### src/rtl/panda_pkg.sv
// Shared types and constants for the Panda single-cycle core.
package panda_pkg;

  typedef enum logic [2:0] {
    FETCH_IDLE,
    FETCH_REQ,
    FETCH_WAIT,
    FETCH_VALID,
    FETCH_ERROR
  } fetch_state_e;

  localparam logic [31:0] NOP_INSTR = 32'h0000_0013;

endpackage

### src/rtl/panda_next_pc.sv
// Next-PC selection for the fetch stage: sequential, jump or taken branch.
module panda_next_pc (
  input  logic [31:0] pc,
  input  logic        jump,
  input  logic        branch,
  input  logic        cond,
  input  logic [31:0] target,
  output logic [31:0] next_pc,
  output logic        misaligned
);

  logic taken;

  always_comb begin
    taken = jump | (branch & cond);
    if (taken) begin
      // JALR clears bit 0 of the target; bit 1 is left for the alignment check.
      next_pc = {target[31:1], 1'b0};
    end else begin
      next_pc = pc + 32'd4;
    end
    misaligned = next_pc[1];
  end

endmodule

### src/rtl/panda_sc_fetch.sv
// Panda single-cycle fetch stage: PC register, req/gnt/rvalid fetch FSM, retire counter.
module panda_sc_fetch
  import panda_pkg::*;
#(
  parameter logic [31:0] BootAddr = 32'h0000_0000
) (
  input  logic        clk_i,
  input  logic        rst_ni,
  output logic        instr_req_o,
  input  logic        instr_gnt_i,
  input  logic        instr_rvalid_i,
  output logic [31:0] instr_addr_o,
  input  logic [31:0] instr_rdata_i,
  output logic [31:0] instr_o,
  output logic        instr_valid_o,
  input  logic        instr_ready_i,
  output logic [31:0] pc_o,
  output logic [31:0] pc_next_o,
  input  logic        jump_i,
  input  logic        branch_i,
  input  logic        branch_cond_i,
  input  logic [31:0] jump_target_i,
  output logic        fetch_err_o,
  output logic [31:0] instr_count_o
);

  fetch_state_e state_q;
  logic [31:0]  pc_q;
  logic [31:0]  instr_q;
  logic [31:0]  count_q;
  logic         err_q;

  logic [31:0]  next_pc;
  logic         misaligned;

  panda_next_pc u_next_pc (
    .pc         (pc_q),
    .jump       (jump_i),
    .branch     (branch_i),
    .cond       (branch_cond_i),
    .target     (jump_target_i),
    .next_pc    (next_pc),
    .misaligned (misaligned)
  );

  always_ff @(posedge clk_i or negedge rst_ni) begin
    if (!rst_ni) begin
      state_q <= FETCH_IDLE;
      pc_q    <= BootAddr;
      instr_q <= NOP_INSTR;
      count_q <= '0;
      err_q   <= 1'b0;
    end else begin
      case (state_q)
        FETCH_IDLE: state_q <= FETCH_REQ;
        FETCH_REQ: begin
          if (instr_gnt_i) state_q <= FETCH_WAIT;
        end
        FETCH_WAIT: begin
          if (instr_rvalid_i) begin
            instr_q <= instr_rdata_i;
            state_q <= FETCH_VALID;
          end
        end
        FETCH_VALID: begin
          if (instr_ready_i) begin
            // A misaligned target freezes PC and count so the faulting instruction stays visible.
            if (misaligned) begin
              err_q   <= 1'b1;
              state_q <= FETCH_ERROR;
            end else begin
              pc_q    <= next_pc;
              count_q <= count_q + 32'd1;
              state_q <= FETCH_REQ;
            end
          end
        end
        FETCH_ERROR: state_q <= FETCH_ERROR;
        default:     state_q <= FETCH_IDLE;
      endcase
    end
  end

  assign instr_req_o   = (state_q == FETCH_REQ);
  assign instr_valid_o = (state_q == FETCH_VALID);
  assign instr_addr_o  = pc_q;
  assign instr_o       = instr_q;
  assign pc_o          = pc_q;
  assign pc_next_o     = pc_q + 32'd4;
  assign fetch_err_o   = err_q;
  assign instr_count_o = count_q;

endmodule

### config.mk
export PLATFORM = sky130hd
export DESIGN_NAME = panda_sc_fetch
export DESIGN_NICKNAME = d
export VERILOG_FILES = /design/src/rtl/panda_pkg.sv /design/src/rtl/panda_next_pc.sv /design/src/rtl/panda_sc_fetch.sv
export SDC_FILE = /design/constraint.sdc
export NUM_CORES = 1
export LEC_CHECK = 0
export BUFFER_PORTS_ARGS = -buffer_cell sky130_fd_sc_hd__buf_2
export CORE_MARGIN = 5
export CORE_UTILIZATION = 44
export DETAILED_ROUTE_END_ITERATION = 10
export PLACE_DENSITY = 0.75
export SLEW_MARGIN = 20
export SYNTH_ARGS = -nofsm -noshare
export SYNTH_HDL_FRONTEND = slang
export SYNTH_SLANG_ARGS = --single-unit
### constraint.sdc
create_clock -name clk_i -period 2.15 [get_ports clk_i]
set_input_delay 0.3225 -clock clk_i [delete_from_list [all_inputs] [get_ports clk_i]]
set_output_delay 0.3225 -clock clk_i [all_outputs]
set_load 0.005 [all_outputs]
==> impl_metrics.yaml, run 1 <==
global_route:
  grt_pass1_wl_mm: 27.2
  grt_overflow: 0
  grt_pass1_vias: 5423
  grt_max_degree: 42
  antenna_found_initial: 0
  grt_usage_pct: 22.8
sta:
  relSlewSlack_pct: 57.4
  rsz0062_at_grt: "true"
  setup_viol_count_final: 16
  fin_tns_setup_ns: -3.03
  drv_slew: 0
  worst_clock_skew_ns: 0.00727
  period_share_pct: 113
  max_freq_mhz: 412
  hold_violations: 0
  tightest_slew_ns: 0.639
  setup_slack_ns: -0.276
  fin_crit_ns: 2.43
run_status:
  status: "complete, but fails checks"
  violations: "negative setup slack"
critical_path:
  path_class: "reg -> out"
  rr_endpoint: "instr_addr_o[25]$_DFFE_PN0P_"
  rrSetupSlack_ns: 0.20
  cp.arrival_ns: 2.10
  reg2reg_from: "instr_addr_o[14]$_DFFE_PN0P_"
  crit_required_ns: 1.83
  end_kind: "output pin"
  critPathMaxFanout: 4
  worstSetupStartpointType: "flop"
  reg2reg_depth: 5
detailed_routing:
  wl_mm: 17.4
  routed-wl-met2_mm: 8.65
  drt_first_iter_violations: 300
  firstDrtPassIters: 4
  vias_per_cell: 5.39
  wl_met3_mm: 1.23
  drt-met1-wl_mm: 7.21
  route.antenna.remaining_nets: 0
  top_layer: "met4"
  drt-wirelength-per-cell_um: 17.5
  via_count: 5367
  drc: 0
yosys:
  yosysTopAreaCell: "dfrtp_1"
  synth_edf_count: 0
  ys_ff_latch: 98
  synthFlopType: "dfrtp_1"
  netlist-cell-type-count: 59
  async_flop_share_pct: 100
  syn-cell-area_mm2: 0.00552
  synthTopCellsByArea: "dfrtp_1, mux2_2, xnor2_1"
  synth_area_per_cell_um2: 9.82
  synth.most_common_cell: "dfrtp_1"
  ys_seq_area_share_pct: 44.5
  synth_top_area_share_pct: 43.1
  syn_inst: 562
  yosysWarningCount: 0
  synthTopCellsByCount: "dfrtp_1, nand2_1, buf_4"
finish:
  drive_gt1_share_pct: 49.4
  postLayoutCellArea_mm2: 0.00780
  area_delta_synth_final_pct: 41.3
  fillers: 1046
  diodes: 0
  nets: 893
  seq_area_mm2: 0.00246
  multi_input_area_mm2: 0.00293
  final_core_util_pct: 62.6
power_and_ir_drop:
  peakVddDrop_mv: 0.698
  p_leak_uw: 0.00378
  p_total_uw: 8970
  powerDensity_mw_per_mm2: 1150
clock_network:
  cts_tree: "done"
  root_buffer: "clkbuf_16"
  clkTransAtPathRegs_ns: 0.07
  clock_sinks: 98
  clock_latency_ns: 0.35
  cts.htree.levels: 3
  cts_buffer_depth: 2
  numCtsBuffers: 9
flow_run:
  max_cap_violations: 0
placement:
  placed_cell_area_mm2: 0.00704
  port_buffers: 227
  place_ws_ns: 0.00506
  dpl.hpwl_mm: 13.1
  gp_congestion: 0.887
worst_hold_path:
  worstHoldStart: "jump_target_i[2]"
  hp-class: "in -> reg"
  min_path_cells: 3
  hold-path-endpoint: "instr_addr_o[2]$_DFFE_PN0P_"
die:
  die_h_um: 122
  row_count: 41
  initial_core_util_pct: 44.3
  dieArea_mm2: 0.0149
  coreArea_mm2: 0.0125
  die_x_um: 122
  ios: 235
[worst max path at each step]
stage                         end  depth (start not counted)                          from  slack, ns
CTS                 pc_next_o[31]                          5  instr_addr_o[14]$_DFFE_PN0P_      -0.29
detailed placement  pc_next_o[25]                          6  instr_addr_o[14]$_DFFE_PN0P_      0.005
floorplan           pc_next_o[27]                          7  instr_addr_o[13]$_DFFE_PN0P_      0.006
finish              pc_next_o[31]                          5  instr_addr_o[14]$_DFFE_PN0P_      -0.28
global route        pc_next_o[31]                          5  instr_addr_o[14]$_DFFE_PN0P_      -0.32
global placement    pc_next_o[25]                          6  instr_addr_o[14]$_DFFE_PN0P_     0.0002
[layer usage]
layer,vias to the layer above,track usage (%)
met4,0,6.65
met2,260,39.4
met1,2561,29.4
met3,24,4.13
li1,2522,-
met5,-,0
[report_power, final]
part,internal [µW],total (µW),switching [µW],leakage [µW]
clock network,842,1600,756,0.000142
logic,2260,4390,2130,0.00244
registers,2490,2990,498,0.00119
total,5590,8970,3390,0.00378
[worst max-delay path, stage by stage, from the launching register on]
cell and delay [ns]:
dfrtp_1 0.38, nand3_2 0.09, or4_4 0.55, or4_4 0.46, xnor2_2 0.14, buf_2 0.14
[timing repair]
item | CTS | global route
gates resized for setup | 41 | 16
hold buffers | 1 | 0
endpoints found under the setup margin | 20 | 22
cloned | 0 | 0
setup buffers | 14 | 7
pin swaps | 12 | 7
endpoints found under the hold margin | 37 | 0
[metrics by stage]
stage	hold WS, ns	instances
global route	0.197	996
finish	0.202	996
detailed placement	0.354	959
CTS	0.194	990
global placement	0.340	959
floorplan	0.0269	567
[cells in the final DEF, fill, tap and decap left out, types with 4 or more instances in the layout]
| cell | netlist | final |
|---|---|---|
| buf_2 | 3 | 226 |
| nand2_1 | 48 | 47 |
| clkbuf_16 | 0 | 9 |
| nor4_1 | 9 | 4 |
| nand4_1 | 34 | 34 |
| xnor2_2 | 0 | 5 |
| o22ai_1 | 7 | 7 |
| conb_1 | 1 | 6 |
| dfrtp_1 | 95 | 90 |
| o21ai_0 | 13 | 13 |
| nor3_1 | 25 | 19 |
| a21oi_1 | 12 | 10 |
| nor3_4 | 0 | 5 |
| buf_6 | 0 | 11 |
| inv_1 | 10 | 10 |
| nor4_4 | 0 | 5 |
| o311ai_0 | 4 | 4 |
| and2_1 | 7 | 6 |
| and3_1 | 14 | 12 |
| a22oi_1 | 6 | 6 |
| xnor2_1 | 34 | 29 |
| nor2_1 | 15 | 15 |
| and4_1 | 11 | 11 |
| mux2_2 | 32 | 32 |
| inv_6 | 0 | 4 |
| a2bb2oi_1 | 4 | 4 |
| dfrtp_2 | 0 | 5 |
| nand3_1 | 25 | 20 |
| xor2_1 | 24 | 24 |
| a21boi_0 | 7 | 7 |
| o211ai_1 | 4 | 4 |
| buf_4 | 36 | 74 |
[final cells by class]
cell class	instances	share of cell area, %
Clock inverter	6	0.690
Inverter	10	0.481
Clock buffer	10	3.06
Multi-Input combinational cell	386	37.6
Sequential cell	98	31.6
Tap cell	172	2.76
Timing Repair Buffer	314	23.8
[registers in the layout (all words and copies together), names as in the netlist]
| name | cells |
|---|---|
| fetch_err_o | 1 |
| instr_count_o | 32 |
| instr_addr_o | 30 |
| state_q | 3 |
| instr_o | 32 |
[logic make-up (layout without fill, tap and decap cells)]
logic type / after synthesis / in the layout / share of synthesized area (%)
AND/OR/NAND/NOR: 205 / 205 / 20.5
flip-flops: 98 / 98 / 44.5
buffers and inverters: 83 / 340 / 8.18
AO/OA/AOI/OAI: 80 / 80 / 10.0
XOR/XNOR: 58 / 58 / 9.20
multiplexers: 35 / 35 / 7.07
adder cells (fa/ha/maj): 2 / 2 / 0.453
other: 1 / 6 / 0.0679
Power figures use the tool's default switching activity.
==> run 2: changes to the inputs <==
- ABC_AREA: default -> 0
- CELL_PAD_IN_SITES_DETAIL_PLACEMENT: default -> 1
- CELL_PAD_IN_SITES_GLOBAL_PLACEMENT: default -> 2
- CORE_UTILIZATION: 44 -> 25
- PLACE_DENSITY: 0.75 -> 0.73
- TNS_END_PERCENT: default -> 1
==> run 2 against run 1 <==
  * The run still ends with negative setup slack left
  * Final area decreased by 2.0%
  * Register-to-register slack got worse by 0.18 ns
  * Routed wire length is 14% higher
  * Combinational power shrank 3%
  * Flip-flop and latch count stayed put
  * Via count shrank 2.1%
  * Non-clock buffer count fell by 14
  * Clock power barely moved
  * Sequential power shrank 2%
  * First-iteration DRC count is 35% lower
  * Largest cell class unchanged
  * Largest power group unchanged
==> impl_metrics.yaml, run 2 (synthesis gave the netlist of run 1 again) <==
detailed_routing:
  drc: 0
  drt_first_iter_violations: 196
  wl_mm: 19.9
  route.antenna.remaining_nets: 0
  drt-wirelength-per-cell_um: 18.3
  firstDrtPassIters: 4
  vias_per_cell: 4.82
  via_count: 5254
critical_path:
  crit_top_cell: "or4_4"
  critical-path-max-stage-delay_ns: 0.58
  path_cells: "nand3_2 -> or4_4 -> or4_4 -> xnor2_2 -> buf_2"
  critPathMaxFanout: 7
  end_kind: "output pin"
  path_class: "reg -> out"
  worstSetupStartpointType: "flop"
  cp.arrival_ns: 2.19
  crit_required_ns: 1.83
  crit_slowest_cell: "or4_4"
sta:
  drv_slew: 0
  relSlewSlack_pct: 51.6
  hold_slack_ns: 0.198
  worst_clock_skew_ns: 0.00616
  hold_violations: 0
  max_freq_mhz: 398
  setup_slack_ns: -0.360
  fin_crit_ns: 2.51
  tightest_slew_ns: 0.726
  period_share_pct: 117
  rsz0062_at_grt: "true"
  setup_viol_count_final: 17
finish:
  nets: 879
  layout_commonest_cell: "buf_2"
  diodes: 0
  area_delta_synth_final_pct: 38.5
  final_cell_mix: "buf_2, dfrtp_1, buf_4, nand2_1, nand4_1"
  drive_gt1_share_pct: 46.8
flow_run:
  max_cap_violations: 0
die:
  die_h_um: 159
  initial_core_util_pct: 25.4
  coreArea_mm2: 0.0218
  ios: 235
  dieArea_mm2: 0.0252
  row_count: 54
  die_x_um: 159
global_route:
  grt_usage_pct: 15.5
  grt_pass1_vias: 5669
  antenna_found_initial: 0
  grt_pass1_wl_mm: 31.1
  grt_overflow: 0
  grt_max_degree: 36
clock_network:
  clock_sinks: 98
  cts_buffer_depth: 2
  cts_tree: "done"
  clock_latency_ns: 0.35
  cts_setup_buffers: 0
  clkTransAtPathRegs_ns: 0.07
  cts.htree.levels: 3
  root_buffer: "clkbuf_16"
  numCtsBuffers: 9
worst_hold_path:
  hp-class: "in -> reg"
run_status:
  violations: "negative setup slack"
  status: "complete, but fails checks"
placement:
  place_ws_ns: -0.138
  port_buffers: 227
  dpl.hpwl_mm: 15.6
  gp_congestion: 0.764
power_and_ir_drop:
  peakVddDrop_mv: 0.336
  powerDensity_mw_per_mm2: 1140
  p_leak_uw: 0.00360
[run 2: path summary, 6_finish.rpt]
check,start,endpoint,slack (ns),cells after the start
min in group asynchronous,rst_ni,instr_count_o[15]$_DFFE_PN0P_,0.48,2
min reg2reg,instr_count_o[31]$_DFFE_PN0P_,instr_count_o[31]$_DFFE_PN0P_,0.47,1
max,instr_addr_o[15]$_DFFE_PN0P_,pc_next_o[31],-0.36,5
max reg2reg,instr_addr_o[15]$_DFFE_PN0P_,instr_addr_o[29]$_DFFE_PN0P_,0.02,6
max in group asynchronous,rst_ni,instr_addr_o[7]$_DFFE_PN0P_,1.09,3
min,jump_target_i[2],instr_addr_o[2]$_DFFE_PN0P_,0.20,3
[run 2: repair_timing]
action,CTS,global route
resized for setup,16,10
hold buffers,1,0
hold endpoints to repair,30,0
cloned,0,0
endpoints found under the setup margin,24,32
pin swaps,0,3
[run 2: cell type report]
class / count / area (µm²)
well taps: 280 / 350
clock buffers: 9 / 225
repair buffers: 300 / 1730
flip-flops and latches: 98 / 2460
clock inverters: 7 / 58.8
inverters: 10 / 37.5
fillers: 2560 / 14100
multi-input cells: 386 / 2790
[run 2: through the flow]
stage          total power, µW  std cells  area, µm²  TNS, ns  util (%)
2_1_floorplan             5150        567       5570  -0.0629         -
3_3_place_gp              7100       1073       7230   -0.351      33.3
3_5_place_dp              7200       1073       7230   -0.511      33.3
4_1_cts                   8900       1090       7610    -3.23      35.0
5_1_grt                   9440       1090       7650    -5.11      35.2
6_report                  8750       1090       7650    -2.45      35.2
[run 2: critical path: cells and delay by family (launching register included)]
| kind | cells | cell delay (ns) |
|---|---|---|
| xor gates and xnor gates | 1 | 0.15 |
| and+or+nand+nor | 3 | 1.13 |
| DFF | 1 | 0.37 |
| buffers and inverters | 1 | 0.18 |
[run 2: report_power, final]
part	internal (µW)	switching (µW)	leakage (µW)	total [µW]
Combinational	2130	2120	0.00227	4250
Sequential	2480	440	0.00120	2920
Clock	807	771	0.000139	1580
Total	5420	3330	0.00360	8750
[run 2: routing by layer]
| metal | part of all wire, % | track usage [%] | routed length, µm | vias up |
|---|---|---|---|---|
| met5 | 0 | 0 | 0 | - |
| met4 | 0.88 | 3.41 | 176 | 0 |
| met3 | 6.5 | 2.36 | 1290 | 12 |
| met2 | 48 | 26.3 | 9550 | 154 |
| met1 | 45 | 21.0 | 8910 | 2605 |
| li1 | - | - | - | 2483 |
==> run 3: changes to the inputs <==
- CORE_UTILIZATION: 25 -> 26
- CTS_BUF_LIST: default -> sky130_fd_sc_hd__clkbuf_4 sky130_fd_sc_hd__clkbuf_8
- PLACE_DENSITY: 0.73 -> 0.76
==> run 3 against run 2 <==
  * The flow still finishes with violations (negative setup slack)
  * Clock-buffer cell count is the same
  * Utilization grew 1.3 points
  * Combinational power is essentially flat
  * Final area is essentially flat
  * Worst setup slack lost 0.0027 ns
  * Global-route usage grew 0.62 points
  * Routed wire length grew 0.29%
  * Die area shrank 3.6%
  * Non-clock buffer count shrank 1
  * Cell count shrank 0.55%
  * Critical path depth is the same
  * Sequential power grew 1%
==> impl_metrics.yaml, run 3 (synthesis gave the netlist of run 1 again) <==
detailed_routing:
  drc: 0
  wl_mm: 20.0
  drt-wirelength-per-cell_um: 18.4
  drt_first_iter_violations: 203
  firstDrtPassIters: 4
  vias_per_cell: 4.85
  route.antenna.remaining_nets: 0
  via_count: 5256
global_route:
  grt_overflow: 0
  grt_pass1_vias: 5628
  use_met1_pct: 21.9
  grt.met2_usage_pct: 26.8
  met3_usage_pct: 3.30
  grt_pass1_wl_mm: 31.3
  busiest_layer: "met2"
  grt_max_degree: 36
  grt_usage_pct: 16.1
  antenna_found_initial: 0
critical_path:
  worstSetupStartpointType: "flop"
  crit_top_cell: "or4_4"
  end_kind: "output pin"
  path_class: "reg -> out"
  path_cells: "nand3_2 -> or4_4 -> or4_4 -> xnor2_2 -> buf_2"
  crit_slowest_cell: "or4_4"
  crit_family: "simple AND/OR/NAND/NOR gates"
  cp_num_buf_inv: 1
  cp.arrival_ns: 2.19
  critPathMaxFanout: 9
  crit_required_ns: 1.83
  critical-path-max-stage-delay_ns: 0.61
finish:
  multi_input_area_mm2: 0.00284
  seq_area_mm2: 0.00246
  drive_gt1_share_pct: 47.3
  layout_commonest_cell: "buf_2"
  diodes: 0
  nets: 878
  final_core_util_pct: 36.5
  postLayoutCellArea_mm2: 0.00765
  fillers: 2486
  final_cell_mix: "buf_2, dfrtp_1, buf_4, nand2_1, nand4_1"
  area_delta_synth_final_pct: 38.5
die:
  ios: 235
  dieArea_mm2: 0.0243
  die_h_um: 156
  initial_core_util_pct: 26.3
  die_x_um: 156
  row_count: 53
  coreArea_mm2: 0.0210
sta:
  hold_violations: 0
  period_share_pct: 117
  fin_crit_ns: 2.51
  worst_clock_skew_ns: 0.0214
  drv_slew: 0
  setup_slack_ns: -0.363
  relSlewSlack_pct: 56.7
  setup_viol_count_final: 16
  fin_tns_setup_ns: -2.56
  max_freq_mhz: 398
  hold_slack_ns: 0.151
  rsz0062_at_grt: "true"
  tightest_slew_ns: 0.650
power_and_ir_drop:
  p_leak_uw: 0.00355
  peakVddDrop_mv: 0.357
  p_total_uw: 8560
  powerDensity_mw_per_mm2: 1120
clock_network:
  cts_tree: "done"
  cts_buffer_depth: 2
  clock_latency_ns: 0.39
  root_buffer: "clkbuf_8"
  clock_sinks: 98
  cts.htree.levels: 3
  numCtsBuffers: 9
  clkTransAtPathRegs_ns: 0.12
placement:
  dpl.hpwl_mm: 15.4
  port_buffers: 227
  gp_congestion: 0.758
  placed_cell_area_mm2: 0.00723
worst_hold_path:
  hp-class: "in -> reg"
run_status:
  violations: "negative setup slack"
  status: "complete, but fails checks"
flow_run:
  max_cap_violations: 0
[run 3: cell types whose count changed in the layout (fill, tap and decap cells not counted), moves of 3 or more]
cell | before | now
clkbuf_16 | 9 | 0
clkbuf_8 | 0 | 9
buf_4 | 69 | 64
nor3_2 | 1 | 5
buf_6 | 1 | 4
[run 3: per-layer routing]
| metal | wire (µm) | vias to the layer above |
|---|---|---|
| li1 | - | 2486 |
| met1 | 9130 | 2574 |
| met2 | 9420 | 173 |
| met3 | 1140 | 23 |
| met4 | 291 | 0 |
| met5 | 0 | - |
[run 3: worst paths after layout]
| check | slack, ns | endpoint | cells after the start | start |
|---|---|---|---|---|
| max reg2reg | 0.15 | instr_addr_o[25]$_DFFE_PN0P_ | 5 | instr_addr_o[14]$_DFFE_PN0P_ |
| max | -0.36 | pc_next_o[31] | 5 | instr_addr_o[14]$_DFFE_PN0P_ |
| min in group asynchronous | 0.46 | instr_count_o[25]$_DFFE_PN0P_ | 2 | rst_ni |
| min reg2reg | 0.47 | instr_count_o[31]$_DFFE_PN0P_ | 1 | instr_count_o[31]$_DFFE_PN0P_ |
| min | 0.15 | instr_o[18]$_DFFE_PN0P_ | 2 | instr_rdata_i[18] |
| max in group asynchronous | 1.02 | instr_o[4]$_DFFE_PN1P_ | 3 | rst_ni |
[run 3: worst reg2reg max path: stages (launching register included)]
cell and delay (ns):
dfrtp_1 0.38, nand3_2 0.10, or4_4 0.61, buf_4 0.20, or4_1 0.51, o311ai_0 0.11
[run 3: area by class of cell]
type,instances,share of cell area (%)
Sequential cell,98,32.2
Timing Repair Buffer,299,22.8
Inverter,10,0.491
Clock inverter,7,1.23
Multi-Input combinational cell,386,37.1
Tap cell,275,4.50
Clock buffer,9,1.62
[run 3: what timing repair did]
item | in CTS | in global routing
hold buffers | 1 | 0
endpoints found under the hold margin | 33 | 0
setup buffers | 2 | 0
pin swaps | 2 | 6
setup endpoints to repair | 28 | 25
resized for setup | 20 | 17
[run 3: power breakdown]
part / switching, µW / internal [µW] / total (µW)
clock network: 780 / 573 / 1350
registers: 476 / 2480 / 2960
logic: 2100 / 2150 / 4250
total: 3360 / 5210 / 8560
[run 3: through the flow]
stage                     std cells  setup slack [ns]
after floorplan                 567           -0.0598
after global placement         1066           -0.0281
after detailed placement       1066           -0.0479
after CTS                      1085            -0.430
after global routing           1084            -0.457
final                          1084            -0.363
